--- src/rtl/mem_arbiter_if.sv ---
// rtl/mem_arbiter_if.sv - requester and RAM signal bundle for the memory arbiter
interface mem_arbiter_if #(
  parameter int WIDTH      = 32,
  parameter int ADDR_WIDTH = 10
);
  // Fetch port (read-only)
  logic                  i_req;
  logic [ADDR_WIDTH-1:0] i_addr;
  logic                  i_gnt;
  logic                  i_rvalid;
  logic [WIDTH-1:0]      i_rdata;
  // Data port (read/write)
  logic                  d_req;
  logic                  d_we;
  logic [ADDR_WIDTH-1:0] d_addr;
  logic [WIDTH-1:0]      d_wdata;
  logic                  d_gnt;
  logic                  d_rvalid;
  logic [WIDTH-1:0]      d_rdata;
  // RAM side
  logic [ADDR_WIDTH-1:0] ram_addr;
  logic                  ram_wren;
  logic [WIDTH-1:0]      ram_wdata;
  logic [WIDTH-1:0]      ram_rdata;
  logic                  busy;

  modport slave (
    input  i_req, i_addr, d_req, d_we, d_addr, d_wdata, ram_rdata,
    output i_gnt, i_rvalid, i_rdata, d_gnt, d_rvalid, d_rdata,
           ram_addr, ram_wren, ram_wdata, busy
  );

  modport master (
    output i_req, i_addr, d_req, d_we, d_addr, d_wdata, ram_rdata,
    input  i_gnt, i_rvalid, i_rdata, d_gnt, d_rvalid, d_rdata,
           ram_addr, ram_wren, ram_wdata, busy
  );
endinterface

--- src/rtl/mem_arbiter.sv ---
// rtl/mem_arbiter.sv - round-robin fetch/data arbiter for a single-port synchronous RAM
module mem_arbiter #(
  parameter int WIDTH        = 32,
  parameter int ADDR_WIDTH   = 10,
  parameter int READ_LATENCY = 1
) (
  input  logic          clk,
  input  logic          rst_n,
  mem_arbiter_if.slave  bus
);

  localparam int CW = $clog2(READ_LATENCY + 1);

  generate
    if (READ_LATENCY < 1 || READ_LATENCY > 4) begin : g_bad_latency
      $error("mem_arbiter: READ_LATENCY must be in 1..4");
    end
  endgenerate

  typedef enum logic { IDLE = 1'b0, WAIT = 1'b1 } state_t;
  typedef enum logic { FETCH = 1'b0, DATA = 1'b1 } owner_t;

  state_t                state_q, state_d;
  owner_t                owner_q, owner_d;
  owner_t                last_grant_q, last_grant_d;
  logic [CW-1:0]         lat_cnt_q, lat_cnt_d;
  logic [ADDR_WIDTH-1:0] addr_q, addr_d;

  logic                  i_gnt_c, d_gnt_c, i_rvalid_c, d_rvalid_c;
  logic [WIDTH-1:0]      i_rdata_c, d_rdata_c, ram_wdata_c;
  logic [ADDR_WIDTH-1:0] ram_addr_c;
  logic                  ram_wren_c, busy_c;
  logic                  pick_i, pick_d;

  // State registers; reset leaves DATA as last winner so the first tie goes to fetch
  always_ff @(posedge clk or negedge rst_n) begin
    if (!rst_n) begin
      state_q      <= IDLE;
      owner_q      <= FETCH;
      last_grant_q <= DATA;
      lat_cnt_q    <= '0;
      addr_q       <= '0;
    end else begin
      state_q      <= state_d;
      owner_q      <= owner_d;
      last_grant_q <= last_grant_d;
      lat_cnt_q    <= lat_cnt_d;
      addr_q       <= addr_d;
    end
  end

  // Arbitration, RAM drive and read-return steering
  always_comb begin
    state_d      = state_q;
    owner_d      = owner_q;
    last_grant_d = last_grant_q;
    lat_cnt_d    = lat_cnt_q;
    addr_d       = addr_q;
    i_gnt_c      = 1'b0;
    d_gnt_c      = 1'b0;
    i_rvalid_c   = 1'b0;
    d_rvalid_c   = 1'b0;
    i_rdata_c    = '0;
    d_rdata_c    = '0;
    ram_addr_c   = '0;
    ram_wren_c   = 1'b0;
    ram_wdata_c  = '0;
    busy_c       = 1'b0;
    pick_i       = bus.i_req && (!bus.d_req || last_grant_q == DATA);
    pick_d       = bus.d_req && !pick_i;

    case (state_q)
      IDLE: begin
        if (pick_i) begin
          i_gnt_c      = 1'b1;
          ram_addr_c   = bus.i_addr;
          last_grant_d = FETCH;
          owner_d      = FETCH;
          addr_d       = bus.i_addr;
          lat_cnt_d    = CW'(1);
          state_d      = WAIT;
        end else if (pick_d) begin
          d_gnt_c      = 1'b1;
          ram_addr_c   = bus.d_addr;
          last_grant_d = DATA;
          if (bus.d_we) begin
            // Writes complete in the grant cycle; no return phase
            ram_wren_c  = 1'b1;
            ram_wdata_c = bus.d_wdata;
          end else begin
            owner_d   = DATA;
            addr_d    = bus.d_addr;
            lat_cnt_d = CW'(1);
            state_d   = WAIT;
          end
        end
      end
      WAIT: begin
        busy_c     = 1'b1;
        ram_addr_c = addr_q;
        if (lat_cnt_q == CW'(READ_LATENCY)) begin
          if (owner_q == FETCH) begin
            i_rvalid_c = 1'b1;
            i_rdata_c  = bus.ram_rdata;
          end else begin
            d_rvalid_c = 1'b1;
            d_rdata_c  = bus.ram_rdata;
          end
          lat_cnt_d = '0;
          state_d   = IDLE;
        end else begin
          lat_cnt_d = lat_cnt_q + CW'(1);
        end
      end
      default: state_d = IDLE;
    endcase
  end

  // Outputs forced low while reset is asserted, even with requests pending
  assign bus.i_gnt     = rst_n & i_gnt_c;
  assign bus.d_gnt     = rst_n & d_gnt_c;
  assign bus.i_rvalid  = rst_n & i_rvalid_c;
  assign bus.d_rvalid  = rst_n & d_rvalid_c;
  assign bus.i_rdata   = rst_n ? i_rdata_c : '0;
  assign bus.d_rdata   = rst_n ? d_rdata_c : '0;
  assign bus.ram_addr  = rst_n ? ram_addr_c : '0;
  assign bus.ram_wren  = rst_n & ram_wren_c;
  assign bus.ram_wdata = rst_n ? ram_wdata_c : '0;
  assign bus.busy      = rst_n & busy_c;

endmodule

--- src/flat_wrapper.sv ---
// flat-port wrapper written by rule: the top's interface ports become plain ports
module mem_arbiter_flat 
#(
  parameter int WIDTH        = 32,
  parameter int ADDR_WIDTH   = 10,
  parameter int READ_LATENCY = 1
)
  (clk, rst_n, bus_i_req, bus_i_addr, bus_d_req, bus_d_we, bus_d_addr, bus_d_wdata, bus_ram_rdata, bus_i_gnt, bus_i_rvalid, bus_i_rdata, bus_d_gnt, bus_d_rvalid, bus_d_rdata, bus_ram_addr, bus_ram_wren, bus_ram_wdata, bus_busy);
  mem_arbiter_if #(.WIDTH(WIDTH), .ADDR_WIDTH(ADDR_WIDTH)) bus_i ();
  input  logic clk;
  input  logic rst_n;
  input wire logic [$bits(bus_i.i_req)-1:0] bus_i_req;
  input wire logic [$bits(bus_i.i_addr)-1:0] bus_i_addr;
  input wire logic [$bits(bus_i.d_req)-1:0] bus_d_req;
  input wire logic [$bits(bus_i.d_we)-1:0] bus_d_we;
  input wire logic [$bits(bus_i.d_addr)-1:0] bus_d_addr;
  input wire logic [$bits(bus_i.d_wdata)-1:0] bus_d_wdata;
  input wire logic [$bits(bus_i.ram_rdata)-1:0] bus_ram_rdata;
  output wire logic [$bits(bus_i.i_gnt)-1:0] bus_i_gnt;
  output wire logic [$bits(bus_i.i_rvalid)-1:0] bus_i_rvalid;
  output wire logic [$bits(bus_i.i_rdata)-1:0] bus_i_rdata;
  output wire logic [$bits(bus_i.d_gnt)-1:0] bus_d_gnt;
  output wire logic [$bits(bus_i.d_rvalid)-1:0] bus_d_rvalid;
  output wire logic [$bits(bus_i.d_rdata)-1:0] bus_d_rdata;
  output wire logic [$bits(bus_i.ram_addr)-1:0] bus_ram_addr;
  output wire logic [$bits(bus_i.ram_wren)-1:0] bus_ram_wren;
  output wire logic [$bits(bus_i.ram_wdata)-1:0] bus_ram_wdata;
  output wire logic [$bits(bus_i.busy)-1:0] bus_busy;
  assign bus_i.i_req = bus_i_req;
  assign bus_i.i_addr = bus_i_addr;
  assign bus_i.d_req = bus_d_req;
  assign bus_i.d_we = bus_d_we;
  assign bus_i.d_addr = bus_d_addr;
  assign bus_i.d_wdata = bus_d_wdata;
  assign bus_i.ram_rdata = bus_ram_rdata;
  assign bus_i_gnt = bus_i.i_gnt;
  assign bus_i_rvalid = bus_i.i_rvalid;
  assign bus_i_rdata = bus_i.i_rdata;
  assign bus_d_gnt = bus_i.d_gnt;
  assign bus_d_rvalid = bus_i.d_rvalid;
  assign bus_d_rdata = bus_i.d_rdata;
  assign bus_ram_addr = bus_i.ram_addr;
  assign bus_ram_wren = bus_i.ram_wren;
  assign bus_ram_wdata = bus_i.ram_wdata;
  assign bus_busy = bus_i.busy;
  mem_arbiter #(.WIDTH(WIDTH), .ADDR_WIDTH(ADDR_WIDTH), .READ_LATENCY(READ_LATENCY)) u_core (.clk(clk), .rst_n(rst_n), .bus(bus_i));
endmodule
--- config.mk ---
export PLATFORM = sky130hd
export DESIGN_NAME = mem_arbiter_flat
export DESIGN_NICKNAME = d
export VERILOG_FILES = /design/src/rtl/mem_arbiter_if.sv /design/src/rtl/mem_arbiter.sv /design/src/flat_wrapper.sv
export SDC_FILE = /design/constraint.sdc
export NUM_CORES = 1
export LEC_CHECK = 0
export CORE_ASPECT_RATIO = 0.7
export CORE_MARGIN = 2
export CORE_UTILIZATION = 25
export DETAILED_ROUTE_END_ITERATION = 10
export PLACE_DENSITY = 0.93
export SLEW_MARGIN = 20
export SYNTH_ARGS = -nofsm -noshare
export SYNTH_HDL_FRONTEND = slang
export SYNTH_SLANG_ARGS = --single-unit
--- constraint.sdc ---
create_clock -name clk -period 2.2 [get_ports clk]
set_input_delay 0.44 -clock clk [delete_from_list [all_inputs] [get_ports clk]]
set_output_delay 0.44 -clock clk [all_outputs]
set_load 0.02 [all_outputs]
Word-level counts from Yosys, hierarchy flattened
Index checks and enable logic that the tools add are counted.
W data, S select, Z words.
{ "word_totals": {"register_bits": 14, "in_bits": 89, "out_inout_bits": 112, "word_cells": 74} }
{ "op_classes": {"add_sub_neg": 1, "eq_ne": 3, "muxes": 49, "bitwise_logic": 7, "reduce_logical": 9} }
{ "ops": {"columns": ["cell", "count"], "rows": [
  ["$mux W32", 13],
  ["$mux W10", 6],
  ["$mux W1", 27],
  ["$pmux W10 S2", 1],
  ["$and A1 B1 Y1", 6],
  ["$pmux W1 S2", 2],
  ["$reduce_and A2 Y1", 2],
  ["$ne A3 B1 Y1 const B", 1],
  ["$ne A3 B2 Y1 const B", 1],
  ["$reduce_and A3 Y1", 1],
  ["$logic_and A1 B1 Y1", 2],
  ["$logic_not A1 Y1", 2],
  ["$ne A2 B1 Y1 const B", 1],
  ["$reduce_bool A2 Y1", 1],
  ["$add A1 B1 Y1 const B", 1],
  ["$logic_or A1 B1 Y1", 1],
  ["$not A1 Y1", 1]
]} }

Longest topological paths before layout
{ "logic_depth": {"ltp_word": 9, "ltp_mapped": 5} }

Worst setup path after synthesis
Ideal clock, no wire load.
{ "synth_path": {"kind": "register to output", "startpoint": "reg u_core.last_grant_q", "endpoint": "out bus_ram_addr[0]", "arrival_time_ns": 1.569, "setup_slack_ns": 0.191, "path_stages_with_launch": 5, "n_path_buf": 1, "path_cell_list": "dfstp_2 -> nor2b_1 -> nor3_1 -> clkbuf_1 -> a221o_1"} }
{ "synth_between": {"elab_chain_len": 8} }
{ "synth_lines": {"columns": ["element", "line_no", "text"], "rows": [
  ["start: declaration", "mem_arbiter.sv:25", "owner_t last_grant_q, last_grant_d;"],
  ["start signal: assignment", "mem_arbiter.sv:46", "last_grant_q <= last_grant_d;"],
  ["$logic_or A1 B1 Y1 (*)", "mem_arbiter.sv:69", "pick_i = bus.i_req && (!bus.d_req || last_grant_q == DATA);"],
  ["$logic_and A1 B1 Y1 (*)", "mem_arbiter.sv:69", null],
  ["$logic_not A1 Y1", "mem_arbiter.sv:70", "pick_d = bus.d_req && !pick_i;"],
  ["$logic_and A1 B1 Y1", "mem_arbiter.sv:70", null],
  ["$mux W10", "mem_arbiter.sv:82", "end else if (pick_d) begin"],
  ["$mux W10 (*)", "mem_arbiter.sv:74", "if (pick_i) begin"],
  ["$pmux W10 S2 (*)", "mem_arbiter.sv:72", "case (state_q)"],
  ["$mux W10 (*)", "mem_arbiter.sv:126", "assign bus.ram_addr = rst_n ? ram_addr_c : '0;"],
  ["end: declaration", "flat_wrapper.sv:25", "output wire logic [$bits(bus_i.ram_addr)-1:0] bus_ram_addr;"]
]} }
Mark *: on every way between the ends. The rest lies on a longest branch, timed or not.

Worst setup path after layout
{ "layout_path": {"startpoint": "in rst_n", "endpoint": "out bus_busy"} }
{ "layout_between": {"elab_chain_len": 1} }
{ "layout_lines": {"columns": ["element", "line_no", "text"], "rows": [
  ["start: declaration", "flat_wrapper.sv:11", "input logic rst_n;"],
  ["$and A1 B1 Y1", "mem_arbiter.sv:129", "assign bus.busy = rst_n & busy_c;"],
  ["end: declaration", "flat_wrapper.sv:28", "output wire logic [$bits(bus_i.busy)-1:0] bus_busy;"]
]} }
No other way between the ends.

==> reports/results.tsv <==
metric	value	unit
status	finished, final reports clean	
setup_slack	0.05989	ns
fin_crit	2.140	ns
r2r-end	u_core.addr_q[7]$_DFFE_PN0P_	
first_global_vias	2339	
num_io_pins	201	
postLayoutCellArea	3622	µm²
ctsHtreeMaxLevel	1	
hold_class	primary input to async pin	
syn_nets	281	
max-slew-margin-rel	0.6640	
vias	2248	
start_util	0.2613	
max_clock_freq	467.3	MHz
avgSynthCellArea	7.872	µm²
fin_skew	0.003510	ns
overflow	0	
grt.total_usage	0.2221	
cts_buffer_depth	2	
finalSetupViolCount	0	
clkLatencyLatePin	0.25	ns
whs	0.3284	ns
path_clk_slew	0.06	ns
critPathMaxFanout	22	
maxCapViolations	0	
coreArea	5784	µm²
cpMaxStageDelayCell	clkdlybuf4s50_1	
post-route-util	0.6262	
endpoint	bus_busy	
netlist_top_cells_area	and2_1 (41%), dfrtp_1 (22%), a221o_1 (6.6%), o221a_1 (5.2%), and3_1 (4.1%)	
hold_viol_final	0	
cp-end-kind	output port	
dieArea	6694	µm²
hpwlAfterDp	6259	µm
fin_crit_sh	0.9728	
ys_warn_count	0	
cts_tree	done	
peakVddDrop	0.5296	mV
reg2reg_depth	5	
globalplace.congestion	0.8448	
dpl-instance-area	3701	µm²
io_buffers	200	
grt_antenna_before_repair	0	
ys_seq_area_frac	0.2326	
ant_nets	0	
cpPeakStageDelay	0.59	ns
leakage	1.765	nW
synth_top_cell_by_area	and2_1	
n_antenna_cell	0	
cp.arrival	1.70	ns
avgViaCountPerCell	4.703	
r2r_slack	0.28	ns
numCtsBuffers	3	
hold_buffers	0	
synth-seq-cells	14	
total_power	2.415	mW
grt_max_degree	34	
drt-total-wl	7904	µm
crit_type	primary input to output port	
syn2layout_area_growth	139.7	%
pre_cts_ws	-0.6199	ns
drt-initial-drc-count	41	
drive_gt1_frac	0.3474	
die_h	69.06	µm
synth_top_area_share	0.4056	
clock-sinks	14	
die_w	96.94	µm
worst_pin_slew	0.4913	ns
reg2reg_from	u_core.state_q$_DFF_PN0_	
slew_viol_final	0	
worstPathRequired	1.76	ns
crit_start	rst_n	
syn_inst	192	
most-common-layout-cells	and2_1 (89), clkdlybuf4s50_1 (85), clkbuf_2 (41)	
path_cells	dlygate4sd2_1, buf_4, and2_1, clkdlybuf4s50_1	
num-nets-final	493	
first_pass_iters	4	
power_density	666.6	nW/µm²
yosysUniqueCellTypes	26	
start_kind	primary input	
mostFrequentLayoutCell	and2_1	
root_buffer	clkbuf_8	
wl_per_cell	16.54	µm
fp-row-count	23	
rsz0062_at_grt	true	
netlist_area	1511	µm²
grt_pass1_wl	12250	µm
drc_errors	0	
[flip-flops by register name, summed over array words and instances, names as in the netlist]
name,cells
u_core.state_q,1
u_core.lat_cnt_q,1
u_core.addr_q,10
u_core.last_grant_q,1
u_core.owner_q,1
[cells by family after synthesis]
logic type	after synthesis	share of synthesized area
buf+inv	19	0.05049
flops	14	0.2326
mux	1	0.006623
compound gates	26	0.1647
simple gates	132	0.5455
[layout make-up]
type	count	area [µm²]
inverter	3	11.26
clock buffer	4	55.05
tap	75	93.84
timing repair buffer	223	1959
fill	512	2162
multi-input combinational	159	1151
sequential	14	351.6
[power by group]
part           total [mW]  switching [mW]  internal [mW]
logic                1.68           0.858          0.824
registers           0.474          0.0832          0.391
clock network       0.259           0.100          0.159
total                2.41            1.04           1.37
[worst min-delay path by stage]
stage / depth (start not counted) / end / start / slack [ns]
2_1_floorplan: 0 / u_core.addr_q[0]$_DFFE_PN0P_ / rst_n / 0.14
5_1_grt: 2 / u_core.addr_q[9]$_DFFE_PN0P_ / rst_n / 0.35
4_1_cts: 2 / u_core.addr_q[6]$_DFFE_PN0P_ / rst_n / 0.32
3_3_place_gp: 2 / u_core.last_grant_q$_DFFE_PN1P_ / u_core.last_grant_q$_DFFE_PN1P_ / 0.51
6_report: 2 / u_core.addr_q[9]$_DFFE_PN0P_ / rst_n / 0.33
3_5_place_dp: 2 / u_core.last_grant_q$_DFFE_PN1P_ / u_core.last_grant_q$_DFFE_PN1P_ / 0.51
[layer usage]
metal / wire (µm) / global-route usage
met1: 3052 / 0.2423
met5: 0 / 0
met2: 4234 / 0.4367
met4: 97 / 0.03443
met3: 520 / 0.05781
[critical path: cells and delay by family]
kind          cells  cell delay [ns]
simple gates      1             0.16
buf+inv           3             1.10
[timing repair]
action / in CTS / in global routing
pin swaps: 2 / 2
setup buffers: 3 / 0
setup endpoints to repair: 112 / 100
cloned: 3 / 2
gates resized for setup: 342 / 66
[synth_stat cells]
master / n
nor3_1: 3
dfrtp_1: 13
buf_2: 4
a21boi_0: 1
a21o_1: 1
o221a_2: 2
o221a_1: 7
a221o_1: 10
nand2_1: 1
nor2_1: 2
dfstp_2: 1
a21oi_1: 2
nor4b_2: 1
mux2i_1: 1
nand3_1: 1
clkbuf_1: 12
a2111oi_0: 1
o21ai_2: 1
or3_1: 9
or3b_1: 1
o21ai_0: 1
nor2b_1: 2
and2_1: 98
and3_1: 10
nand2b_1: 4
inv_1: 3
[through the flow]
step,setup TNS [ns],cells
after global placement,-57.69,466
after CTS,-0.01557,476
after global routing,-0.05860,478
after floorplan,0,192
final,0,478
after detailed placement,-58.86,466
(Power assumes the default switching activity.)
